### src/rtl/rol_iter_pkg.sv
// Shared logic-unit package: state encodings and default operand/amount widths
// used by both the rotate-left and rotate-right units.
package rol_iter_pkg;

  localparam int DEF_WIDTH = 16;
  localparam int DEF_SHW   = 5;

  typedef enum logic [1:0] {
    ST_IDLE = 2'd0,
    ST_RUN  = 2'd1,
    ST_DONE = 2'd2
  } state_e;

endpackage

### src/rtl/rol_step.sv
// Single-position rotate-left of a WIDTH-bit word; also reports the bit that
// wrapped from the MSB into the LSB.
module rol_step #(
  parameter int WIDTH = 16
) (
  input  logic [WIDTH-1:0] data_i,
  output logic [WIDTH-1:0] data_o,
  output logic             bit_o
);

  assign data_o = {data_i[WIDTH-2:0], data_i[WIDTH-1]};
  assign bit_o  = data_i[WIDTH-1];

endmodule

### src/rtl/rol_iter.sv
// Iterative rotate-left unit: captures an operand and amount on start, rotates
// one position per clock, pulses done and holds the result until the next start.
module rol_iter
  import rol_iter_pkg::*;
#(
  parameter int WIDTH = DEF_WIDTH,
  parameter int SHW   = DEF_SHW
) (
  input  logic             clk,
  input  logic             rst,
  input  logic             start,
  input  logic [WIDTH-1:0] Ain,
  input  logic [SHW-1:0]   shamt,
  output logic             busy,
  output logic             done,
  output logic [WIDTH-1:0] Aout,
  output logic             cout
);

  localparam int CW = (WIDTH > 1) ? $clog2(WIDTH) : 1;

  state_e           state_q, state_d;
  logic [WIDTH-1:0] aout_q, aout_d;
  logic             cout_q, cout_d;
  logic [CW-1:0]    cnt_q, cnt_d;

  logic [31:0]      shamtWide;
  logic [CW-1:0]    amtMod;
  logic [WIDTH-1:0] stepData;
  logic             stepBit;

  // Reducing the amount at capture keeps cnt within log2(WIDTH) bits.
  assign shamtWide = 32'(shamt);
  assign amtMod    = CW'(shamtWide % 32'(WIDTH));

  rol_step #(.WIDTH(WIDTH)) u_step (
    .data_i (aout_q),
    .data_o (stepData),
    .bit_o  (stepBit)
  );

  always_comb begin
    state_d = state_q;
    aout_d  = aout_q;
    cout_d  = cout_q;
    cnt_d   = cnt_q;
    case (state_q)
      ST_IDLE, ST_DONE: begin
        state_d = ST_IDLE;
        if (start) begin
          aout_d  = Ain;
          cout_d  = 1'b0;
          cnt_d   = amtMod;
          state_d = (amtMod == '0) ? ST_DONE : ST_RUN;
        end
      end
      ST_RUN: begin
        aout_d  = stepData;
        cout_d  = stepBit;
        cnt_d   = cnt_q - 1'b1;
        state_d = (cnt_q == CW'(1)) ? ST_DONE : ST_RUN;
      end
      default: state_d = ST_IDLE;
    endcase
  end

  always_ff @(posedge clk) begin
    if (rst) begin
      state_q <= ST_IDLE;
      aout_q  <= '0;
      cout_q  <= 1'b0;
      cnt_q   <= '0;
    end else begin
      state_q <= state_d;
      aout_q  <= aout_d;
      cout_q  <= cout_d;
      cnt_q   <= cnt_d;
    end
  end

  assign busy = (state_q == ST_RUN);
  assign done = (state_q == ST_DONE);
  assign Aout = aout_q;
  assign cout = cout_q;

endmodule

### config.mk
export PLATFORM = sky130hd
export DESIGN_NAME = rol_iter
export DESIGN_NICKNAME = d
export VERILOG_FILES = /design/src/rtl/rol_iter_pkg.sv /design/src/rtl/rol_step.sv /design/src/rtl/rol_iter.sv
export SDC_FILE = /design/constraint.sdc
export NUM_CORES = 1
export LEC_CHECK = 0
export CORE_AREA = 4 4 79 44
export CTS_CLUSTER_SIZE = 25
export DETAILED_ROUTE_END_ITERATION = 6
export DIE_AREA = 0 0 83 48
export HOLD_SLACK_MARGIN = 0.03
export PLACE_DENSITY = 0.8
export SYNTH_ARGS = -nofsm -noshare
export SYNTH_HDL_FRONTEND = slang
export SYNTH_HIERARCHICAL = 1
export SYNTH_SLANG_ARGS = --single-unit
export TNS_END_PERCENT = 50
### constraint.sdc
create_clock -name clk -period 1.6 [get_ports clk]
set_input_delay 0.4 -clock clk [delete_from_list [all_inputs] [get_ports clk]]
set_output_delay 0.4 -clock clk [all_outputs]
set_load 0.02 [all_outputs]
# After elaboration in Yosys (flattened, before gate mapping)
# Cells that the tools add are included.
# classes
add_sub_neg,1
reduce_logical,5
muxes,10
n_eq_ne,4
# op_table
op,count
16-bit one-hot mux with 2 select lines,1
16-bit 2-to-1 mux,1
4-bit one-hot mux with 2 select lines,1
2-bit 2-to-1 mux,3
"4-bit by 1-bit == test with 1-bit output, second input constant",1
4-bit zero test,1
4-bit 2-to-1 mux,1
2-bit one-hot mux with 2 select lines,1
"4-bit by 1-bit subtractor with 4-bit output, second input constant",1
"2-bit by 1-bit == test with 1-bit output, second input constant",1
"2-bit == test, second input constant",1
2-bit zero test,1
"2-bit inequality test, second input constant",1
1-bit one-hot mux with 2 select lines,1
2-bit AND reduction,1
2-bit nonzero test,1
2-bit OR reduction,1
1-bit 2-to-1 mux,1
# totals
register_bits,23
output_inout_bits,19

# Longest topological paths before layout
# Gate-level depths: netlist of the first run.
# logic_depth
word_depth,4
mapped_depth,6
mapped_depth_nobuf,5

# Hierarchy
# The synthesis of the first run kept the hierarchy.
# modules_own_cells
mod,seq_area_each_um2,n_inst,cells_each,area_per_inst_um2
rol_iter,460.4,1,132,1068.5
rol_step,0.0,1,17,127.6

# Least setup slack after synthesis of the first run
# OpenSTA, ideal clock, no wires.
# synth_timing
kind,register -> output
from,reg state_q[1]
to,out busy
t_arrival_ns,0.763
stages_incl_launch_ff,5
path_slack_ns,0.437
n_path_buf,2
cell_sequence,dfxtp_1 nand2b_1 buf_2 inv_2 buf_6
# synth_between
elab_chain_cells,1
# synth_rtl
element,line,rtl
"start, declared",rol_iter.sv:22,"state_e state_q, state_d;"
"start signal, assigned",rol_iter.sv:74,state_q <= state_d;
2-bit by 1-bit == test with 1-bit output,rol_iter.sv:81,assign busy = (state_q == ST_RUN);
"end, declared",rol_iter.sv:14,"output logic busy,"
# No other way between the ends.

# Worst setup path in the final report of the first run
# layout_timing
from,reg state_q[1]
to,out done
# layout_between
elab_chain_cells,1
# layout_rtl
element,line,rtl
2-bit == test,rol_iter.sv:82,assign done = (state_q == ST_DONE);
"end, declared",rol_iter.sv:15,"output logic done,"
# No other way between the ends.

==> impl_results.md, run 1 <==
* Worst R2R Start: state_q[1]
* Setup crit start: state_q[1]
* Global routing usage on met2 at between 20% and 30%
* Total number of H-tree levels at 1
* Run status: finished, final reports clean
* Highest ir drop seen on vdd at roughly 440 uV
* Maximum clock frequency at 700.8 MHz
* Number of placed cells counting well taps at roughly 210
* Net Count, Synth at around 180
* Cell types with the largest area share after synthesis: dfxtp_1 38%, a311oi_1 12%, buf_4 11%
* Final period util at about nine tenths
* Cell taking the most area after synthesis: dfxtp_1
* Average cell area after synthesis at between 8 and 9 um^2
* Inserted Clock Buffers at 3
* Ratio of cells with drive above 1 in the final layout at 6.433%
* LEAKAGE at roughly 0.63 nW
* Post-DR wirelength/cell at 13.52 um
* #FFs+latches synth at 23
* Fill cell total of the finished layout at 295
* Wire length of the first global-routing pass at approximately 4.7 mm
* Final antenna diode count at 0
* Slowest library cell on the worst path: dlygate4sd2_1
* Area growth, synth to finish at 28.14%
* Hold Crit Start: cout
* Count of cell types in the netlist at 25
* Via count of the first global-routing pass at 1011
* CTS tree: yes
* Clock input transition at the sequential cells of the worst setup and hold paths at ~80 ps
* Area of the core at about 0.0028 mm^2
* Initial Utilization at 42.15%
* Maximum number of pins on one net before global-route repair at 39
* Unrepaired setup endpoints after global routing: false
* Number of nets in the finished design at about 200
* Number of vias per cell after detailed routing at 5.047
* Final Non-Filler Cells at 211
* Count of pins on the block boundary at 43
* Detailed Place HPWL at 2.039 mm
* Clock tree sinks at 23
* Proportion of netlist area held by the largest area contributor at roughly 38%
* CP Data Arrival Time at around 1000 ps
* Final setup violation count at 0
* Clock root buffer: clkbuf_8
* Cell-by-cell listing of the critical path: nor2b_1 -> dlygate4sd2_1
* Cell area after technology mapping at 0.001196 mm^2
* Number of buffers and inverters on the critical path at 1
* Largest delay contributor family on the critical path: buffers and inverters
* Die W at between 80 and 90 um
* Worst-margin pin slew at roughly 310 ps
* DRC at 0
* Die Area at 0.003984 mm^2
* Critical Path Fanout Max at 2
* Met1 Track Usage GR at approximately a fifth
* Clock insertion delay at the later pin of the skew report at between 200 and 300 ps
* Max-cap violations at 0
* Total power after layout at about 0.0014 W
* Initial antenna violation count at 0
* ANT nets after route at 0
* Power per cell area at ~900 mW/mm^2
* DRC violation total after the first TritonRoute iteration at 19
* Number of I/O port buffers at 41
* Setup Skew at 1.995 ps
* Hold Crit Class: reg2reg
* GPL Wtd Cong at between 0.8 and 0.9
* Total GRT Usage at 14.69%
* Count of endpoints failing hold in the final timing report at 0
* Iteration count of the initial detailed-routing pass at 4
* Delay contributed by the slowest stage of the critical path at approximately 330 ps
* Most used routing layer in global routing: met2
* Final number of max-transition violations at 0
* Core Rows at 14
* Crit start category: register
* Die span in y at 48 um
* Via count at 1065
* GRT overflow at 0
* Worst slew margin relative to its limit at approximately 79%
* Sequential share of the synthesized area at about two fifths
* CP Class: reg2out
* Number of warning messages in the yosys log at 6
* Data required time at the worst endpoint at around 1200 ps
* Minimum period implied by the final worst setup slack at about 1400 ps
* Total Routed Length at between 2 and 3 mm
* Element type at the critical path end: primary output
* Maximum root-to-sink buffer count at 2
* GRT met3 Usage at 8.076%
* Instance count of the mapped netlist at 149
sequential cells by signal (all words and copies together) (netlist names):
name and count:
state_q 2, cnt_q 4, Aout 16, cout 1
layout by cell type (no fill, tap or decap):
cell / synthesis / layout
clkinv_2: 0 / 1
clkbuf_8: 0 / 3
a22oi_1: 2 / 2
a32oi_1: 1 / 1
nand2b_1: 2 / 2
o211ai_1: 1 / 1
nand3_1: 4 / 4
a311oi_1: 16 / 16
or3_1: 3 / 3
inv_1: 3 / 3
o22a_1: 1 / 1
nor2b_1: 1 / 1
dlygate4sd2_1: 0 / 18
clkbuf_2: 0 / 1
and2b_1: 1 / 1
a21oi_1: 3 / 3
buf_4: 17 / 3
a31oi_1: 2 / 2
nor3b_1: 1 / 1
a2bb2oi_1: 1 / 1
buf_12: 0 / 2
nand2_1: 34 / 34
nor4_1: 1 / 1
clkdlybuf4s50_1: 0 / 22
inv_2: 1 / 1
nor2_1: 18 / 18
ha_1: 2 / 2
dfxtp_1: 23 / 23
layout make-up:
class / instances / area, um^2 / area share [%]
multi-input combinational: 94 / 515.5 / 33.63
sequential: 23 / 460.4 / 30.04
timing repair buffer: 46 / 445.4 / 29.06
tap: 40 / 50.05 / 3.265
clock buffer: 3 / 41.29 / 2.694
inverter: 4 / 15.01 / 0.9796
clock inverter: 1 / 5.005 / 0.3265
kinds of logic after synthesis:
family                   synth area share [%]
AND/OR/NAND/NOR                         22.91
buffers and inverters                   18.41
AO/OA/AOI/OAI                           18.10
adder cells (fa/ha/maj)                 2.092
flip-flops                              38.49
worst register-to-register path: cells and delay by family, from the launching register on:
kind,cells,cell delay [ps]
simple gates,2,530
flops,1,310
buf+inv,1,230
compound gates,1,140
stage by stage:
step                utilization (%)  area, um^2  hold WS [ps]  worst slack, ps  TNS (ps)
floorplan                         -        1196         456.9            437.2         0
global route                  54.01        1533         503.7            101.4         0
detailed placement            53.35        1514         463.1           -22.42    -22.42
finish                        54.01        1533         473.8            173.1         0
global placement              53.35        1514         458.7           -46.27    -46.27
CTS                           54.14        1536         471.8            28.67         0
Yosys cell counts:
cell / count
nor4_1: 1
o211ai_1: 1
dfxtp_1: 23
o22a_1: 1
a22oi_1: 2
a311oi_1: 16
buf_4: 17
nor3b_1: 1
nand2_1: 34
a2bb2oi_1: 1
nand2b_1: 2
a32oi_1: 1
a21oi_1: 3
nor2b_1: 1
ha_1: 2
and2b_1: 1
nand3_1: 4
a31oi_1: 2
or3_1: 3
clkbuf_1: 2
inv_1: 3
buf_2: 5
nor2_1: 18
buf_6: 4
inv_2: 1
report_power, final:
group | total, W | internal, W | leakage (nW) | switching, W
combinational | 0.000386 | 0.000175 | 0.418 | 0.000211
clock | 0.000357 | 0.000174 | 0.0255 | 0.000183
sequential | 0.000675 | 0.000630 | 0.190 | 0.0000449
layer usage:
metal  wire, um  part of all wire [%]  up-vias
li1           -                     -      539
met4          0                     0        0
met3        300                    11        0
met1       1387                    49      485
met2       1165                    41       41
met5          0                     0        -
repair_timing:
item                       CTS  global route
setup endpoints to repair   19             1
resized for setup           19             2
hold buffers                 0             0
buffers inserted             0             0
final timing paths:
check,endpoint,slack [ps],depth (start not counted)
setup / recovery,done,170,2
hold / removal,cout,470,2
setup reg to reg,cnt_q[3],330,4
hold reg to reg,cout,470,2
Note: power is estimated with default switching activity, not from simulation.
==> run 2: changes to the inputs <==
- CORE_AREA: 4 4 79 44 -> 2 2 77 42
- CTS_CLUSTER_SIZE: 25 -> 28
- DIE_AREA: 0 0 83 48 -> 0 0 79 44
- MAX_ROUTING_LAYER: default -> met4
==> impl_results.md, run 2 (same netlist as run 1, synthesis figures left out) <==
* Clock insertion delay at the later pin of the skew report at around 270 ps
* Area of the core at about 0.0028 mm^2
* Final standard cell utilization of the core at 54.01%
* Hold Crit Class: reg2reg
* Switching Power at between 0.0004 and 0.0005 W
* Maximum number of pins on one net before global-route repair at 26
* Core Rows at 14
* Number of flip-flops in the largest register at 16
* Count of endpoints failing hold in the final timing report at 0
* Setup Skew at around 2.4 ps
* Post-cts hold buffer count at 0
* Unrepaired setup endpoints after global routing: false
* CTS tree: yes
* CP Data Arrival Time at about 1100 ps
* Iteration count of the initial detailed-routing pass at 4
* Crit start category: register
* Placement Setup Slack at -4.422 ps
* Switching power as a share of total power at between 30% and 40%
* Run status: finished, final reports clean
* Via count of the first global-routing pass at about 1000
* Via count at around 1100
* Die span in y at around 44 um
* Inserted Clock Buffers at 3
* Wire length of the first global-routing pass at ~4.5 mm
* Number of I/O port buffers at between 40 and 50
* Clock root buffer: clkbuf_8
* Initial Utilization at between 40% and 50%
* Total number of H-tree levels at 1
* Detailed Place HPWL at 2.059 mm
* Final period util at a little over nine tenths
* GPL Wtd Cong at a little over 0.7
* Combinational group share of total power at 27.0%
* Die Area at around 0.0035 mm^2
* DRC violation total after the first TritonRoute iteration at 17
* Hold Crit Start: cout
* Internal power at between 0.0009 and 0.001 W
* Number of nets in the finished design at around 200
* ANT nets after route at 0
* Commonest non-fill, non-tap cells in the layout: 34 x nand2_1, 23 x dfxtp_1, 22 x clkdlybuf4s50_1, 18 x nor2_1, 18 x dlygate4sd2_1
* Setup crit start: state_q[1]
* Data required time at the worst endpoint at about 1200 ps
* Maximum clock frequency at approximately 650 MHz
* Initial antenna violation count at 0
* Post-DR wirelength/cell at 13.48 um
* Max-cap violations at 0
* Clock tree sinks at 23
* Final number of max-transition violations at 0
* Final antenna diode count at 0
* Part of the power in registers at between 40% and 50%
* Area growth, synth to finish at 28.14%
* Worst-margin pin slew at 401.7 ps
* Minimum period implied by the final worst setup slack at around 1500 ps
* Final setup violation count at 0
* Power per cell area at around 930 mW/mm^2
* Worst Slack Setup Final at 65.38 ps
* Maximum root-to-sink buffer count at 2
* Share of total power in the clock network at about 26%
* Clock input transition at the sequential cells of the worst setup and hold paths at about 80 ps
* Worst R2R Start: state_q[1]
* Count of pins on the block boundary at between 40 and 50
* Leading cell type in the layout, fill and taps excluded: nand2_1
* Total Routed Length at ~2.9 mm
* DRC at 0
* Total GRT Usage at 17.65%
* Critical Path Fanout Max at 2
* CP Class: reg2out
* Number of vias per cell after detailed routing at 5.104
* Highest ir drop seen on vdd at 513.1 uV
* Worst slew margin relative to its limit at 72.98%
* Ratio of cells with drive above 1 in the final layout at about 6.4%
* Element type at the critical path end: primary output
* GRT overflow at 0
* Die W at slightly below 80 um
* LEAKAGE at 0.6332 nW
[run 2: changes by cell type in the layout (fill, tap and decap cells not counted), sizes merged]
cell / previous run / this run
clkdlybuf4s15: 0 / 1
clkbuf: 4 / 3
buf: 5 / 6
[run 2: worst paths after layout]
kind                            slack, ps  cells past startpoint        to
worst max-delay path                   70                      3      busy
worst min register to register        490                      2      cout
worst max register to register        300                      4  cnt_q[3]
worst min-delay path                  490                      2      cout
[run 2: what timing repair did]
action	CTS	global route
buffers inserted	0	0
setup endpoints to repair	19	1
resized for setup	19	1
[run 2: power groups by stage]
stage	clock (W)	combinational, W	sequential, W
finish	0.000366	0.000384	0.000675
global route	0.000395	0.000420	0.000684
CTS	0.000379	0.000386	0.000675
detailed placement	0	0.000414	0.000689
global placement	0	0.000404	0.000686
floorplan	0	0.000243	0.000730
[run 2: metal layers]
metal	global-route usage [%]	vias up	part of all wire [%]
met5	-	-	0
met4	5.172	0	0.88
met3	6.250	4	5.8
met2	27.63	29	44
met1	21.73	506	49
li1	-	543	-
[run 2: worst max-delay path, stage by stage, from the launching register on]
cell and delay (ps):
dfxtp_1 320, nand2b_1 170, inv_2 80, clkdlybuf4s15_1 300
[run 2: final cells by class]
type                            count  area [um^2]
Inverter                            4        15.01
Clock buffer                        3        41.29
Tap cell                           40        50.05
Fill cell                         286         1305
Sequential cell                    23        460.4
Timing Repair Buffer               47        445.4
Multi-Input combinational cell     94        515.5
Clock inverter                      1        5.005
[run 2: metrics by stage]
step	cell area (um^2)	hold slack, ps	std cells	total power, W	TNS, ps
finish	1533	485.3	212	0.001426	0
global route	1533	514.3	212	0.001498	0
global placement	1509	471.3	208	0.001090	0
detailed placement	1509	482.5	208	0.001103	-4.422
CTS	1531	494.6	212	0.001440	0
floorplan	1196	456.9	149	0.0009734	0
==> run 3: changes to the inputs <==
- CORE_AREA: 2 2 77 42 -> 8 8 83 48
- DIE_AREA: 0 0 79 44 -> 0 0 91 56
==> impl_results.md, run 3 (same netlist as run 1, synthesis figures left out) <==
* CTS tree: yes
* GRT met3 Usage at between 5 and 6%
* Ratio of cells with drive above 1 in the final layout at roughly 5.3%
* DRC violation total after the first TritonRoute iteration at 50
* Commonest non-fill, non-tap cells in the layout: 34 x nand2_1, 23 x dfxtp_1, 22 x clkdlybuf4s50_1, 18 x nor2_1, 18 x dlygate4sd2_1
* Run status: finished, final reports clean
* Total GRT Usage at roughly an eighth
* Highest ir drop seen on vdd at around 380 uV
* Number of placed cells counting well taps at 206
* Share of total power in the clock network at 25.9%
* Final antenna diode count at 0
* Count of endpoints failing hold in the final timing report at 0
* Total Routed Length at between 3 and 4 mm
* Iteration count of the initial detailed-routing pass at 4
* Final setup violation count at 0
* Number of flip-flops in the largest register at 16
* GRT overflow at 0
* Combinational group share of total power at a little over a quarter
* Worst-margin pin slew at 411.8 ps
* Power per cell area at ~940 mW/mm^2
* Die Area at roughly 0.0051 mm^2
* Part of the power in registers at between 40% and 50%
* Final Non-Filler Cells at 210
* Final period util at 95.49%
* Fill cell total of the finished layout at roughly 270
* Data required time at the worst endpoint at 1200 ps
* Critical Path Fanout Max at 2
* Clock tree sinks at 23
* Global routing usage on met2 at 17.45%
* CP Class: reg2out
* Maximum root-to-sink buffer count at 2
* Count of pins on the block boundary at 43
* Slowest library cell on the worst path: dfxtp_1
* Delay contributed by the slowest stage of the critical path at roughly 310 ps
* Final-layout setup total negative slack at 0 ps
* Core Rows at 14
* Total number of H-tree levels at 1
* Via count of the first global-routing pass at just over 1000
* Cell-by-cell listing of the critical path: nand2b_1 -> inv_2 -> clkdlybuf4s15_1
* Met1 Track Usage GR at 15.21%
* Post-cts hold buffer count at 0
* Leading cell type in the layout, fill and taps excluded: nand2_1
* DRC at 0
* Die span in y at approximately 56 um
* Switching power as a share of total power at 31.69%
* Final standard cell utilization of the core at about 54%
* GPL Wtd Cong at 0.7589
* Clock input transition at the sequential cells of the worst setup and hold paths at roughly 80 ps
* Minimum period implied by the final worst setup slack at around 1500 ps
* CP Data Arrival Time at approximately 1100 ps
* LEAKAGE at 0.6290 nW
* Inserted Clock Buffers at 3
* Number of vias per cell after detailed routing at 5.014
* Wire length of the first global-routing pass at approximately 5 mm
* Initial antenna violation count at 0
* Maximum number of pins on one net before global-route repair at 39
* Hold Crit Class: reg2reg
* Number of nets in the finished design at 197
* ANT nets after route at 0
* Area growth, synth to finish at 27.93%
* Maximum clock frequency at ~650 MHz
* Element type at the critical path end: primary output
* Unrepaired setup endpoints after global routing: false
* Number of I/O port buffers at slightly above 40
* Die W at approximately 90 um
* Area of the core at 0.002838 mm^2
* Setup Skew at ~2.4 ps
* Clock root buffer: clkbuf_8
* Via count at roughly 1100
* Max-cap violations at 0
* Initial Utilization at 42.15%
* Most used routing layer in global routing: met2
* Worst slew margin relative to its limit at 72.29%
* Internal power at slightly below 0.001 W
* Final number of max-transition violations at 0
* Crit start category: register
* Clock insertion delay at the later pin of the skew report at approximately 270 ps
* Detailed Place HPWL at between 2 and 2.5 mm
* Post-DR wirelength/cell at 14.81 um
* Total power after layout at 0.001434 W
* Switching Power at between 0.0004 and 0.0005 W
[run 3: per-layer routing]
metal	share of wire [%]	vias to the layer above	wire length (um)
li1	-	537	-
met1	50	477	1550
met2	42	36	1309
met3	7.2	3	223
met4	0.87	0	27
met5	0	-	0
[run 3: worst paths after layout]
path / startpoint / end / slack, ps / depth (start not counted)
worst max-delay path: state_q[1] / busy / 70 / 3
worst max register to register: state_q[1] / cnt_q[3] / 330 / 4
worst min-delay path: cnt_q[1] / cnt_q[1] / 480 / 2
worst min register to register: cnt_q[1] / cnt_q[1] / 480 / 2
[run 3: layout make-up]
class                           instances  area (um^2)  area share [%]
Clock buffer                            3        41.29           2.698
Inverter                                4        15.01          0.9812
Sequential cell                        23        460.4           30.09
Clock inverter                          1        5.005          0.3271
Tap cell                               40        50.05           3.271
Multi-Input combinational cell         94        515.5           33.69
Timing Repair Buffer                   45        442.9           28.95
[run 3: power groups by stage]
stage | clock [W] | combinational, W | sequential (W)
finish | 0.000371 | 0.000388 | 0.000675
global route | 0.000415 | 0.000421 | 0.000686
CTS | 0.000391 | 0.000391 | 0.000675
detailed placement | 0 | 0.000420 | 0.000689
global placement | 0 | 0.000410 | 0.000684
floorplan | 0 | 0.000243 | 0.000730
[run 3: timing repair]
action,4_1_cts,5_1_grt
endpoints found under the setup margin,19,1
setup buffers,0,0
resized for setup,19,1
hold endpoints to repair,0,0
[run 3: metrics by stage]
stage / hold slack [ps] / setup slack (ps) / cell area [um^2]
floorplan: 456.9 / 437.2 / 1196
global placement: 469.9 / 8.003 / 1506
detailed placement: 471.2 / 15.70 / 1506
CTS: 483.2 / 22.35 / 1529
global route: 514.2 / 13.20 / 1530
finish: 484.8 / 72.16 / 1530
[run 3: critical path: cells and delay by family, from the launching register on]
kind / cells / cell delay (ps)
buf+inv: 2 / 380
flops: 1 / 310
simple gates: 1 / 160
